==> src/rtl/vga_if.sv <==
// VGA scan bundle: coordinates out to the renderer, pixel back in,
// DAC signals out. master = timing generator, slave = renderer/DAC.
interface vga_if;
  logic [9:0]  x;
  logic [9:0]  y;
  logic        pixel;
  logic        vga_clk;
  logic        hsync;
  logic        vsync;
  logic        blank_n;
  logic        sync_n;
  logic        frame_done;
  logic [7:0]  r;
  logic [7:0]  g;
  logic [7:0]  b;

  modport master (
    input  pixel,
    output x, y, vga_clk, hsync, vsync,
    output blank_n, sync_n, frame_done,
    output r, g, b
  );

  modport slave (
    output pixel,
    input  x, y, vga_clk, hsync, vsync,
    input  blank_n, sync_n, frame_done,
    input  r, g, b
  );
endinterface

==> src/rtl/vga_controller.sv <==
// VGA timing generator + pixel output stage (clk/2 pixel enable).
// Ports: clk, rst (async, active-low), bus (vga_if.master).
module vga_controller #(
  parameter int unsigned H_ACTIVE = 640,
  parameter int unsigned H_FP     = 16,
  parameter int unsigned H_SYNC   = 96,
  parameter int unsigned H_BP     = 48,
  parameter int unsigned V_ACTIVE = 480,
  parameter int unsigned V_FP     = 10,
  parameter int unsigned V_SYNC   = 2,
  parameter int unsigned V_BP     = 33,
  parameter logic [23:0] FG_COLOR = 24'hFFFFFF,
  parameter logic [23:0] BG_COLOR = 24'h000000
) (
  input  logic  clk,
  input  logic  rst,
  vga_if.master bus
);

  localparam int unsigned H_TOTAL =
    H_ACTIVE + H_FP + H_SYNC + H_BP;
  localparam int unsigned V_TOTAL =
    V_ACTIVE + V_FP + V_SYNC + V_BP;

  // 11-bit compares so a sync end of 1024 stays exact
  localparam logic [10:0] H_LAST = 11'(H_TOTAL - 1);
  localparam logic [10:0] V_LAST = 11'(V_TOTAL - 1);
  localparam logic [10:0] H_VIS  = 11'(H_ACTIVE);
  localparam logic [10:0] V_VIS  = 11'(V_ACTIVE);
  localparam logic [10:0] HS_BEG = 11'(H_ACTIVE + H_FP);
  localparam logic [10:0] HS_END =
    11'(H_ACTIVE + H_FP + H_SYNC);
  localparam logic [10:0] VS_BEG = 11'(V_ACTIVE + V_FP);
  localparam logic [10:0] VS_END =
    11'(V_ACTIVE + V_FP + V_SYNC);
  localparam logic [9:0]  V_FD   = 10'(V_ACTIVE);

  logic        pix_en;
  logic [9:0]  h;
  logic [9:0]  v;
  logic [9:0]  h_nxt;
  logic [9:0]  v_nxt;
  logic [10:0] h_w;
  logic [10:0] v_w;
  logic        h_wrap;
  logic        v_wrap;
  logic        act;
  logic        hs_n;
  logic        vs_n;
  logic [23:0] rgb_nxt;

  logic        hsync_q;
  logic        vsync_q;
  logic        blank_q;
  logic        fd_q;
  logic [23:0] rgb_q;

  assign h_w = {1'b0, h};
  assign v_w = {1'b0, v};

  always_comb begin
    h_wrap = (h_w == H_LAST);
    v_wrap = (v_w == V_LAST);
    h_nxt  = h_wrap ? 10'd0 : h + 10'd1;
    v_nxt  = v;
    if (h_wrap) begin
      v_nxt = v_wrap ? 10'd0 : v + 10'd1;
    end
  end

  assign hs_n = !((h_w >= HS_BEG) && (h_w < HS_END));
  assign vs_n = !((v_w >= VS_BEG) && (v_w < VS_END));
  assign act  = (h_w < H_VIS) && (v_w < V_VIS);

  always_comb begin
    rgb_nxt = 24'h000000;
    if (act) begin
      rgb_nxt = bus.pixel ? FG_COLOR : BG_COLOR;
    end
  end

  always_ff @(posedge clk or negedge rst) begin
    if (!rst) begin
      pix_en <= 1'b0;
      h      <= 10'd0;
      v      <= 10'd0;
    end else begin
      pix_en <= !pix_en;
      if (pix_en) begin
        h <= h_nxt;
        v <= v_nxt;
      end
    end
  end

  // outputs sample the pre-update h/v, so they trail x/y by one pixel
  always_ff @(posedge clk or negedge rst) begin
    if (!rst) begin
      hsync_q <= 1'b1;
      vsync_q <= 1'b1;
      blank_q <= 1'b0;
      fd_q    <= 1'b0;
      rgb_q   <= 24'h000000;
    end else begin
      fd_q <= 1'b0;
      if (pix_en) begin
        hsync_q <= hs_n;
        vsync_q <= vs_n;
        blank_q <= act;
        rgb_q   <= rgb_nxt;
        fd_q    <= (h_nxt == 10'd0) && (v_nxt == V_FD);
      end
    end
  end

  assign bus.x          = h;
  assign bus.y          = v;
  assign bus.vga_clk    = pix_en;
  assign bus.hsync      = hsync_q;
  assign bus.vsync      = vsync_q;
  assign bus.blank_n    = blank_q;
  assign bus.sync_n     = 1'b0;
  assign bus.frame_done = fd_q;
  assign bus.r          = rgb_q[23:16];
  assign bus.g          = rgb_q[15:8];
  assign bus.b          = rgb_q[7:0];

endmodule

==> src/flat_wrapper.sv <==
// flat-port wrapper written by rule: the top's interface ports become plain ports
module vga_controller_flat 
#(
  parameter int unsigned H_ACTIVE = 640,
  parameter int unsigned H_FP     = 16,
  parameter int unsigned H_SYNC   = 96,
  parameter int unsigned H_BP     = 48,
  parameter int unsigned V_ACTIVE = 480,
  parameter int unsigned V_FP     = 10,
  parameter int unsigned V_SYNC   = 2,
  parameter int unsigned V_BP     = 33,
  parameter logic [23:0] FG_COLOR = 24'hFFFFFF,
  parameter logic [23:0] BG_COLOR = 24'h000000
)
  (clk, rst, bus_pixel, bus_x, bus_y, bus_vga_clk, bus_hsync, bus_vsync, bus_blank_n, bus_sync_n, bus_frame_done, bus_r, bus_g, bus_b);
  vga_if bus_i ();
  input  logic clk;
  input  logic rst;
  input wire logic [$bits(bus_i.pixel)-1:0] bus_pixel;
  output wire logic [$bits(bus_i.x)-1:0] bus_x;
  output wire logic [$bits(bus_i.y)-1:0] bus_y;
  output wire logic [$bits(bus_i.vga_clk)-1:0] bus_vga_clk;
  output wire logic [$bits(bus_i.hsync)-1:0] bus_hsync;
  output wire logic [$bits(bus_i.vsync)-1:0] bus_vsync;
  output wire logic [$bits(bus_i.blank_n)-1:0] bus_blank_n;
  output wire logic [$bits(bus_i.sync_n)-1:0] bus_sync_n;
  output wire logic [$bits(bus_i.frame_done)-1:0] bus_frame_done;
  output wire logic [$bits(bus_i.r)-1:0] bus_r;
  output wire logic [$bits(bus_i.g)-1:0] bus_g;
  output wire logic [$bits(bus_i.b)-1:0] bus_b;
  assign bus_i.pixel = bus_pixel;
  assign bus_x = bus_i.x;
  assign bus_y = bus_i.y;
  assign bus_vga_clk = bus_i.vga_clk;
  assign bus_hsync = bus_i.hsync;
  assign bus_vsync = bus_i.vsync;
  assign bus_blank_n = bus_i.blank_n;
  assign bus_sync_n = bus_i.sync_n;
  assign bus_frame_done = bus_i.frame_done;
  assign bus_r = bus_i.r;
  assign bus_g = bus_i.g;
  assign bus_b = bus_i.b;
  vga_controller #(.H_ACTIVE(H_ACTIVE), .H_FP(H_FP), .H_SYNC(H_SYNC), .H_BP(H_BP), .V_ACTIVE(V_ACTIVE), .V_FP(V_FP), .V_SYNC(V_SYNC), .V_BP(V_BP), .FG_COLOR(FG_COLOR), .BG_COLOR(BG_COLOR)) u_core (.clk(clk), .rst(rst), .bus(bus_i));
endmodule
==> config.mk <==
export PLATFORM = sky130hd
export DESIGN_NAME = vga_controller_flat
export DESIGN_NICKNAME = d
export VERILOG_FILES = /design/src/rtl/vga_if.sv /design/src/rtl/vga_controller.sv /design/src/flat_wrapper.sv
export SDC_FILE = /design/constraint.sdc
export NUM_CORES = 1
export LEC_CHECK = 0
export CAP_MARGIN = 5
export CORE_ASPECT_RATIO = 1.5
export CORE_MARGIN = 2
export CORE_UTILIZATION = 45
export CTS_BUF_LIST = sky130_fd_sc_hd__clkbuf_2 sky130_fd_sc_hd__clkbuf_4 sky130_fd_sc_hd__clkbuf_8
export CTS_CLUSTER_SIZE = 40
export DETAILED_ROUTE_END_ITERATION = 16
export HOLD_SLACK_MARGIN = 0.05
export MAX_ROUTING_LAYER = met4
export PLACE_DENSITY = 0.78
export SYNTH_ARGS = -nofsm -noshare
export SYNTH_HDL_FRONTEND = slang
export SYNTH_SLANG_ARGS = --single-unit
==> constraint.sdc <==
create_clock -name clk -period 2.05 [get_ports clk]
set_input_delay 0.41 -clock clk [delete_from_list [all_inputs] [get_ports clk]]
set_output_delay 0.41 -clock clk [all_outputs]
set_load 0.05 [all_outputs]
==> out/metrics.csv, run 1 <==
stage;metric;value;unit
floorplan;starting density of the core;46.8;%
worst_setup_path;critical path type;reg -> out;
yosys;number of distinct library cells after synthesis;56;
sta;worst slew slack as a fraction of its limit;66.3;%
floorplan;Total Die Area;0.00498;sq mm
pwr;Max IR drop VDD;241;uV
clock_tree;clock-pin slew reported for the worst setup and hold paths after clock tree synthesis;0.10;ns
clock_tree;Hold Buf Count CTS;0;
worst_setup_path;Req. time, crit path;1.64;ns
sta;FMAX;499;MHz
pwr;leakage power of the design;1.25;nW
layout;proportion of layout cells with a drive suffix above 1;37.5;%
clock_tree;insertion delay of the later-clocked pin in the worst-skew pair;0.28;ns
layout;Finished Core Util;66.0;%
route;DR DRC count;0;
clock_tree;sink count of the clock tree;26;
worst_setup_path;CP cell instances;buf_4 -> clkdlybuf4s50_1;
worst_setup_path;CP endpoint kind;primary output;
yosys;FFs w/ async S/R, synth;100;%
route;Routed WL per cell;17.3;um
grt;first-pass GRT wire length;9340;um
grt;residual overflow from global routing;0;
sta;transition time of the tightest slew-check pin;0.504;ns
route;total routed wirelength;5520;um
floorplan;floorplan die width;58.3;um
yosys;Main synth FF type;dfrtp_1;
floorplan;core region area;0.00425;sq mm
sta;final hold slack;0.520;ns
yosys;Post-synth EDFFs;0;
layout;layout filler cell count;352;
status;run status;finished, final reports clean;
sta;RSZ-0062 raised after global routing;yes;
layout;net total in the final layout;281;
layout;Final Non-Filler Cells;318;
placement;GPL Wtd Cong;0.998;
yosys;post-synth design cell area;0.00199;sq mm
worst_hold_path;worst hold path class;in -> async;
job;reported max-cap violation count;0;
floorplan;DIE HEIGHT;85.4;um
grt;number of global-route vias before repair;1901;
pwr;power density cells;389;mW/mm^2
worst_setup_path;critical path's largest stage delay;0.81;ns
layout;Area Growth Syn to Fin;41.0;%
route;count of nets left with antenna violations after detail routing;0;
grt;aggregate global-route resource usage;24.7;%
yosys;sequential share of the synthesized area;32.9;%
placement;cell count after placement;314;
sta;final worst clock skew;0.00935;ns
route;vias per inst;6.14;
sta;min Tclk post-route;2.00;ns
layout;antenna fix cells;0;
floorplan;row cnt;29;
floorplan;num ports;53;
placement;IO Port Bufs;51;
grt;largest net degree at the start of global routing;27;
clock_tree;cts bufs inserted;3;
placement;cell area after placement;0.00272;sq mm
placement;DP HPWL;4290;um
worst_setup_path;kind of start point of the critical path;register;
sta;count of endpoints failing setup in the final report;0;
yosys;number of warnings printed during yosys synthesis;0;
clock_tree;clock tree from TritonCTS;built;
yosys;Avg Inst Size Synth;8.61;sq um
layout;Layout Cell Area excl Fill;0.00280;sq mm
clock_tree;H-tree depth;1;
worst_setup_path;crit path max-delay cell type;clkdlybuf4s50_1;
route;detailed router's first-iteration violation count;94;
worst_setup_path;WP data arrival;1.59;ns
yosys;gate count after technology mapping;231;
route;total via count after detailed routing;1953;
yosys;#FFs+latches synth;26;
route;drt pass-1 iters;5;
sta;max-slew violations;0;
clock_tree;Max clock buf depth;2;
sta;period utilization;97.7;%
grt;initial antenna violation count;0;
yosys;Synth Net Count;239;
clock_tree;clock root buffer;clkbuf_8;
worst_setup_path;crit-path max FO;6;
sta;number of hold violations in the final report;0;
==> timing repair <==
item / 4_1_cts / 5_1_grt
setup buffers: 0 / 0
setup endpoints to repair: 0 / 5
gates resized for setup: 0 / 7
==> per-layer routing <==
metal | vias up | global-route usage, % | routed length [um]
met5 | - | - | 0
met3 | 22 | 3.20 | 330
met4 | 0 | 14.0 | 306
li1 | 891 | - | -
met2 | 103 | 41.2 | 2890
met1 | 937 | 27.6 | 1990
==> cell usage in the layout, fill, tap and decap left out, types with 5 or more instances in the layout <==
cell | synthesis | routed
a21oi_1 | 5 | 5
and3_1 | 5 | 5
buf_12 | 0 | 25
buf_4 | 24 | 46
clkdlybuf4s50_1 | 0 | 6
dfrtp_1 | 24 | 13
dfrtp_2 | 0 | 11
inv_1 | 10 | 10
nand2_1 | 24 | 24
nand3_1 | 7 | 6
nand4_1 | 10 | 10
nor2_1 | 7 | 7
nor3_1 | 7 | 6
o21ai_0 | 8 | 8
o21ai_1 | 8 | 8
xnor2_1 | 6 | 6
==> cell type report <==
class,count,area [sq um],area share [%]
multi-input cells,153,1060,37.7
well taps,46,57.6,2.05
clock buffers,4,55.1,1.96
repair buffers,79,931,33.2
flip-flops and latches,26,667,23.8
inverters,10,37.5,1.34
==> synth_stat cells, types with 6 or more instances <==
library cell,n,area share [%]
buf_4,24,9.1
dfrtp_1,24,30
nand2_1,24,4.5
clkbuf_1,11,2.1
inv_1,10,1.9
nand4_1,10,3.1
o21ai_0,8,2.0
o21ai_1,8,2.0
nand3_1,7,1.8
nor2_1,7,1.3
nor3_1,7,1.8
xnor2_1,6,2.6
==> through the flow <==
step	setup TNS (ns)	worst slack (ns)	total power, mW
after floorplan	-0.744	-0.139	0.658
final	0	0.0467	1.09
after CTS	0	0.0386	1.10
after global placement	0	0.102	0.754
after global routing	-0.0269	-0.0269	1.13
after detailed placement	0	0.0767	0.756
==> flip-flops by register name, indices dropped and copies added, names as in the netlist <==
signal / count
u_core.bus.vga_clk: 1
u_core.rgb_q: 1
u_core.bus.blank_n: 1
u_core.bus.hsync: 1
u_core.bus.y: 10
u_core.bus.frame_done: 1
u_core.bus.x: 10
u_core.bus.vsync: 1
==> worst max-delay path: cells and delay by family (launching register included) <==
family                 cells  cell delay, ns
buffers and inverters      2            0.95
DFF                        1            0.36
==> where the power goes <==
group / switching (mW) / internal [mW]
sequential: 0.000490 / 0.514
clock: 0.176 / 0.172
combinational: 0.132 / 0.0973
==> path summary, 6_finish.rpt <==
| check | start | to | slack, ns | depth (start not counted) |
|---|---|---|---|---|
| worst max-delay path | u_core.bus.x[7]$_DFFE_PN0P_ | bus_x[7] | 0.05 | 2 |
| worst min-delay path | rst | u_core.bus.y[4]$_DFFE_PN0P_ | 0.52 | 2 |
| worst max register to register | u_core.bus.x[0]$_DFFE_PN0P_ | u_core.bus.y[3]$_DFFE_PN0P_ | 0.08 | 5 |
| worst min register to register | u_core.bus.vsync$_DFFE_PN1P_ | u_core.bus.vsync$_DFFE_PN1P_ | 0.53 | 2 |
| max in group asynchronous | rst | u_core.bus.hsync$_DFFE_PN1P_ | 1.22 | 2 |
| min in group clk | u_core.bus.vsync$_DFFE_PN1P_ | u_core.bus.vsync$_DFFE_PN1P_ | 0.53 | 2 |
==> cell families after synthesis <==
| logic type | after synthesis | synth area share [%] |
|---|---|---|
| and+or+nand+nor | 88 | 25.9 |
| buffers and inverters | 52 | 16.0 |
| AOI/OAI and AO/OA | 50 | 17.9 |
| DFF | 26 | 32.9 |
| xor gates and xnor gates | 8 | 3.52 |
| adders and majority gates | 5 | 3.15 |
| other | 1 | 0.189 |
| muxes | 1 | 0.503 |
(Power assumes the default switching activity.)
==> inputs of run 2 (changes only) <==
--- a/config.mk
+++ b/config.mk
@@ -6,7 +6,6 @@
 export NUM_CORES = 1
 export LEC_CHECK = 0
 export CAP_MARGIN = 5
-export CORE_ASPECT_RATIO = 1.5
 export CORE_MARGIN = 2
 export CORE_UTILIZATION = 45
 export CTS_BUF_LIST = sky130_fd_sc_hd__clkbuf_2 sky130_fd_sc_hd__clkbuf_4 sky130_fd_sc_hd__clkbuf_8
==> out/metrics.csv, run 2 (synthesis gave the netlist of run 1 again) <==
stage;metric;value;unit
route;total routed wirelength;5370;um
route;total via count after detailed routing;1844;
worst_setup_path;critical path type;reg -> out;
route;drt pass-1 iters;4;
layout;most frequent cells in the layout;buf_4, buf_12, nand2_1, dfrtp_1;
clock_tree;insertion delay of the later-clocked pin in the worst-skew pair;0.28;ns
worst_setup_path;critical path's largest stage delay;0.85;ns
worst_setup_path;Req. time, crit path;1.64;ns
clock_tree;Max clock buf depth;2;
route;DR DRC count;0;
worst_setup_path;kind of start point of the critical path;register;
sta;min Tclk post-route;2.02;ns
sta;number of hold violations in the final report;0;
worst_setup_path;CP endpoint kind;primary output;
floorplan;num ports;53;
sta;max-slew violations;0;
layout;Layout Cell Area excl Fill;0.00280;sq mm
floorplan;DIE HEIGHT;70.5;um
layout;net total in the final layout;278;
floorplan;starting density of the core;46.3;%
layout;Area Growth Syn to Fin;41.0;%
sta;final setup margin;0.0265;ns
sta;FMAX;494;MHz
status;run status;finished, final reports clean;
sta;final worst clock skew;0.00628;ns
clock_tree;clock root buffer;clkbuf_8;
placement;GPL Wtd Cong;0.996;
route;Routed WL per cell;16.7;um
layout;layout filler cell count;348;
worst_setup_path;kind of cell adding the most delay to the critical path;buffers and inverters;
grt;residual overflow from global routing;0;
pwr;power density cells;389;mW/mm^2
grt;initial antenna violation count;0;
route;detailed router's first-iteration violation count;140;
worst_setup_path;Buffers & Inverters on Critical Path;1;
clock_tree;clock-pin slew reported for the worst setup and hold paths after clock tree synthesis;0.10;ns
sta;period utilization;98.7;%
pwr;leakage power of the design;1.20;nW
worst_setup_path;CP cell instances;clkdlybuf4s50_1;
placement;DP HPWL;3830;um
sta;Sum Neg Setup Slack;0;ns
floorplan;floorplan die width;70.5;um
clock_tree;Hold Buf Count CTS;0;
grt;number of global-route vias before repair;1719;
worst_setup_path;crit-path max FO;6;
grt;first-pass GRT wire length;8910;um
placement;IO Port Bufs;51;
floorplan;row cnt;24;
placement;cell count after placement;315;
layout;Finished Core Util;65.3;%
layout;Final Non-Filler Cells;321;
job;reported max-cap violation count;0;
layout;proportion of layout cells with a drive suffix above 1;35.3;%
route;vias per inst;5.74;
clock_tree;cts bufs inserted;3;
sta;count of endpoints failing setup in the final report;0;
floorplan;core region area;0.00429;sq mm
worst_hold_path;worst hold path class;in -> async;
sta;RSZ-0062 raised after global routing;yes;
placement;minimum setup slack after placement;0.105;ns
grt;largest net degree at the start of global routing;27;
sta;transition time of the tightest slew-check pin;0.499;ns
layout;leading cell type in the layout, fill and taps excluded;buf_4;
grt;aggregate global-route resource usage;22.9;%
clock_tree;sink count of the clock tree;26;
pwr;Max IR drop VDD;337;uV
placement;cell area after placement;0.00271;sq mm
route;count of nets left with antenna violations after detail routing;0;
worst_setup_path;WP data arrival;1.61;ns
layout;antenna fix cells;0;
floorplan;Total Die Area;0.00497;sq mm
sta;worst slew slack as a fraction of its limit;66.6;%
worst_setup_path;crit path max-delay cell type;clkdlybuf4s50_1;
clock_tree;H-tree depth;1;
clock_tree;clock tree from TritonCTS;built;
-- run 2: changes by cell type in the layout (fill, tap and decap cells not counted), sizes merged --
cell           delta
buf               -7
clkdlybuf4s50     +4
-- run 2: area by class of cell --
class                   instances  area, sq um  share of cell area, %
inverters                      10         37.5                   1.34
repair buffers                 76          931                   33.2
multi-input cells             153         1050                   37.4
well taps                      52         65.1                   2.32
flip-flops and latches         26          666                   23.7
clock buffers                   4         55.1                   1.96
-- run 2: worst paths after layout --
check | startpoint | end | slack [ns] | depth (start not counted)
hold / removal | rst | u_core.bus.x[4]$_DFFE_PN0P_ | 0.49 | 2
setup / recovery | u_core.bus.y[9]$_DFFE_PN0P_ | bus_y[9] | 0.03 | 1
max in group asynchronous | rst | u_core.bus.vsync$_DFFE_PN1P_ | 1.23 | 2
setup reg to reg | u_core.bus.x[5]$_DFFE_PN0P_ | u_core.bus.frame_done$_DFF_PN0_ | 0.08 | 5
hold reg to reg | u_core.bus.vsync$_DFFE_PN1P_ | u_core.bus.vsync$_DFFE_PN1P_ | 0.51 | 2
min in group clk | u_core.bus.vsync$_DFFE_PN1P_ | u_core.bus.vsync$_DFFE_PN1P_ | 0.51 | 2
-- run 2: per-layer routing --
metal	wire length (um)	GRT usage [%]
met3	320	2.60
met2	2500	34.1
met5	0	-
met1	2430	32.4
met4	115	7.69
-- run 2: power breakdown --
part	switching [mW]	total [mW]	internal, mW	leakage [nW]
Clock	0.172	0.344	0.172	0.0288
Sequential	0.000790	0.514	0.514	0.319
Combinational	0.133	0.231	0.0987	0.855
-- run 2: what timing repair did --
| action | CTS | global route |
|---|---|---|
| setup endpoints to repair | 0 | 2 |
| gates resized for setup | 0 | 6 |
| setup buffers | 0 | 2 |
| hold endpoints to repair | 0 | 0 |
-- run 2: through the flow --
stage               power [mW]  hold slack, ns
floorplan                0.658           0.114
global placement         0.757           0.500
detailed placement       0.758           0.494
CTS                       1.09           0.507
global route              1.12           0.522
finish                    1.09           0.492
==> inputs of run 3 (changes only) <==
--- a/config.mk
+++ b/config.mk
@@ -14,6 +14,7 @@
 export HOLD_SLACK_MARGIN = 0.05
 export MAX_ROUTING_LAYER = met4
 export PLACE_DENSITY = 0.78
+export SETUP_SLACK_MARGIN = 0.05
 export SYNTH_ARGS = -nofsm -noshare
 export SYNTH_HDL_FRONTEND = slang
 export SYNTH_SLANG_ARGS = --single-unit
==> out/metrics.csv, run 3 (synthesis gave the netlist of run 1 again) <==
stage;metric;value;unit
job;reported max-cap violation count;0;
grt;aggregate global-route resource usage;24.5;%
sta;Sum Neg Setup Slack;0;ns
clock_tree;insertion delay of the later-clocked pin in the worst-skew pair;0.28;ns
pwr;Net Sw Frac;26.5;%
route;DR DRC count;0;
worst_setup_path;Req. time, crit path;2.24;ns
clock_tree;H-tree depth;1;
clock_tree;Hold Buf Count CTS;0;
pwr;leakage power of the design;1.30;nW
placement;GPL Wtd Cong;0.892;
route;vias per inst;6.08;
pwr;Max IR drop VDD;268;uV
route;total routed wirelength;5760;um
route;Routed WL per cell;17.7;um
worst_setup_path;Buffers & Inverters on Critical Path;1;
sta;final setup margin;0.0393;ns
floorplan;core region area;0.00429;sq mm
floorplan;Total Die Area;0.00497;sq mm
grt;residual overflow from global routing;0;
floorplan;starting density of the core;46.3;%
worst_setup_path;critical path's largest stage delay;0.42;ns
grt;number of global-route vias before repair;1850;
grt;initial antenna violation count;0;
layout;proportion of layout cells with a drive suffix above 1;36.9;%
layout;most frequent cells in the layout;buf_4, buf_12, nand2_1, dfrtp_1;
placement;minimum setup slack after placement;0.0502;ns
floorplan;DIE HEIGHT;70.5;um
grt;largest net degree at the start of global routing;27;
clock_tree;clock root buffer;clkbuf_8;
floorplan;floorplan die width;70.5;um
sta;min Tclk post-route;2.01;ns
route;detailed router's first-iteration violation count;209;
floorplan;num ports;53;
pwr;power density cells;411;mW/mm^2
sta;RSZ-0062 raised after global routing;yes;
sta;count of endpoints failing setup in the final report;0;
worst_setup_path;beginning of the critical path;u_core.bus.x[6]$_DFFE_PN0P_;
sta;transition time of the tightest slew-check pin;0.500;ns
clock_tree;clock tree from TritonCTS;built;
worst_setup_path;crit-path max FO;6;
placement;IO Port Bufs;51;
layout;Area Growth Syn to Fin;45.3;%
sta;period utilization;98.1;%
layout;antenna fix cells;0;
worst_setup_path;crit path max-delay cell type;dfrtp_2;
worst_setup_path;critical path type;reg -> reg;
floorplan;row cnt;24;
route;drt pass-1 iters;4;
sta;max-slew violations;0;
route;total via count after detailed routing;1982;
pwr;Combinational Power Share;19.5;%
worst_setup_path;CP cell instances;or2_1 -> buf_4 -> o21a_1 -> o21ai_0 -> o2111ai_1 -> nor4b_2;
clock_tree;Max clock buf depth;2;
route;count of nets left with antenna violations after detail routing;0;
worst_setup_path;critical path capture point;u_core.bus.frame_done$_DFF_PN0_;
worst_setup_path;setup slack, reg-to-reg;0.04;ns
sta;final worst clock skew;0.00174;ns
placement;DP HPWL;4110;um
worst_setup_path;logic depth of the worst path, buffers included;6;
pwr;cell-internal power;874;uW
worst_setup_path;path depth of the worst reg2reg path;6;
grt;first-pass GRT wire length;9450;um
clock_tree;cts bufs inserted;3;
sta;worst slew slack as a fraction of its limit;66.6;%
worst_setup_path;WP data arrival;2.20;ns
clock_tree;sink count of the clock tree;26;
pwr;share of total power in the clock network;37.3;%
worst_setup_path;endpoint of the lowest-slack register-to-register path;u_core.bus.frame_done$_DFF_PN0_;
sta;number of hold violations in the final report;0;
worst_hold_path;worst hold path class;in -> async;
worst_setup_path;CP endpoint kind;register;
worst_setup_path;r2r startpoint;u_core.bus.x[6]$_DFFE_PN0P_;
layout;layout filler cell count;347;
pwr;share of total power in sequential cells;43.3;%
clock_tree;clock-pin slew reported for the worst setup and hold paths after clock tree synthesis;0.10;ns
pwr;switching power;315;uW
sta;FMAX;497;MHz
worst_setup_path;kind of start point of the critical path;register;
status;run status;finished, final reports clean;
layout;net total in the final layout;283;
layout;leading cell type in the layout, fill and taps excluded;buf_4;
worst_setup_path;kind of cell adding the most delay to the critical path;simple AND/OR/NAND/NOR gates;
run 3: through the flow:
| stage | util [%] | instance area, sq um | cells | power [mW] | hold WS (ns) |
|---|---|---|---|---|---|
| 3_3_place_gp | 63.5 | 2730 | 317 | 0.757 | 0.486 |
| 3_5_place_dp | 63.5 | 2730 | 317 | 0.758 | 0.492 |
| 2_1_floorplan | - | 2020 | 231 | 0.658 | 0.114 |
| 6_report | 67.3 | 2890 | 326 | 1.19 | 0.488 |
| 4_1_cts | 65.9 | 2830 | 323 | 1.20 | 0.504 |
| 5_1_grt | 67.3 | 2890 | 326 | 1.22 | 0.530 |
run 3: worst min path at each step:
stage / start / to / slack, ns / cells after the start
detailed placement: u_core.bus.vsync$_DFFE_PN1P_ / u_core.bus.vsync$_DFFE_PN1P_ / 0.49 / 2
CTS: rst / u_core.bus.y[0]$_DFFE_PN0P_ / 0.50 / 2
finish: rst / u_core.bus.x[4]$_DFFE_PN0P_ / 0.49 / 2
global route: rst / u_core.bus.x[4]$_DFFE_PN0P_ / 0.53 / 2
global placement: u_core.bus.vsync$_DFFE_PN1P_ / u_core.bus.vsync$_DFFE_PN1P_ / 0.49 / 2
floorplan: rst / u_core.bus.blank_n$_DFFE_PN0P_ / 0.11 / 0
run 3: power by group through the flow:
stage / logic (mW) / registers [mW] / clock network (mW)
after floorplan: 0.126 / 0.532 / 0
after global placement: 0.233 / 0.524 / 0
after detailed placement: 0.234 / 0.524 / 0
after CTS: 0.234 / 0.514 / 0.451
after global routing: 0.239 / 0.515 / 0.471
final: 0.232 / 0.514 / 0.443
run 3: what timing repair did:
action	CTS	global route
gates resized for setup	6	7
setup buffers	2	3
cloned	0	0
pin swaps	0	2
endpoints found under the setup margin	4	4
run 3: cell type report:
cell class / instances / area (sq um) / share of cell area [%]
Clock buffer: 3 / 41.3 / 1.43
Multi-Input combinational cell: 153 / 1080 / 37.5
Inverter: 10 / 37.5 / 1.30
Tap cell: 52 / 65.1 / 2.25
Clock inverter: 1 / 30.0 / 1.04
Sequential cell: 26 / 666 / 23.0
Timing Repair Buffer: 81 / 967 / 33.5
run 3: worst reg2reg max path: stages (launching register included):
cell	delay (ns)
dfrtp_2	0.42
or2_1	0.32
buf_4	0.21
o21a_1	0.20
o21ai_0	0.25
o2111ai_1	0.19
nor4b_2	0.33
run 3: layer usage:
metal  vias to the layer above  global-route usage [%]  wire length (um)  part of all wire, %
li1                        894                       -                 -                    -
met1                       980                    33.1              2390                   42
met2                        92                    38.7              2930                   51
met3                        16                    2.74               307                  5.3
met4                         0                    7.48               119                  2.1
met5                         -                       -                 0                    0
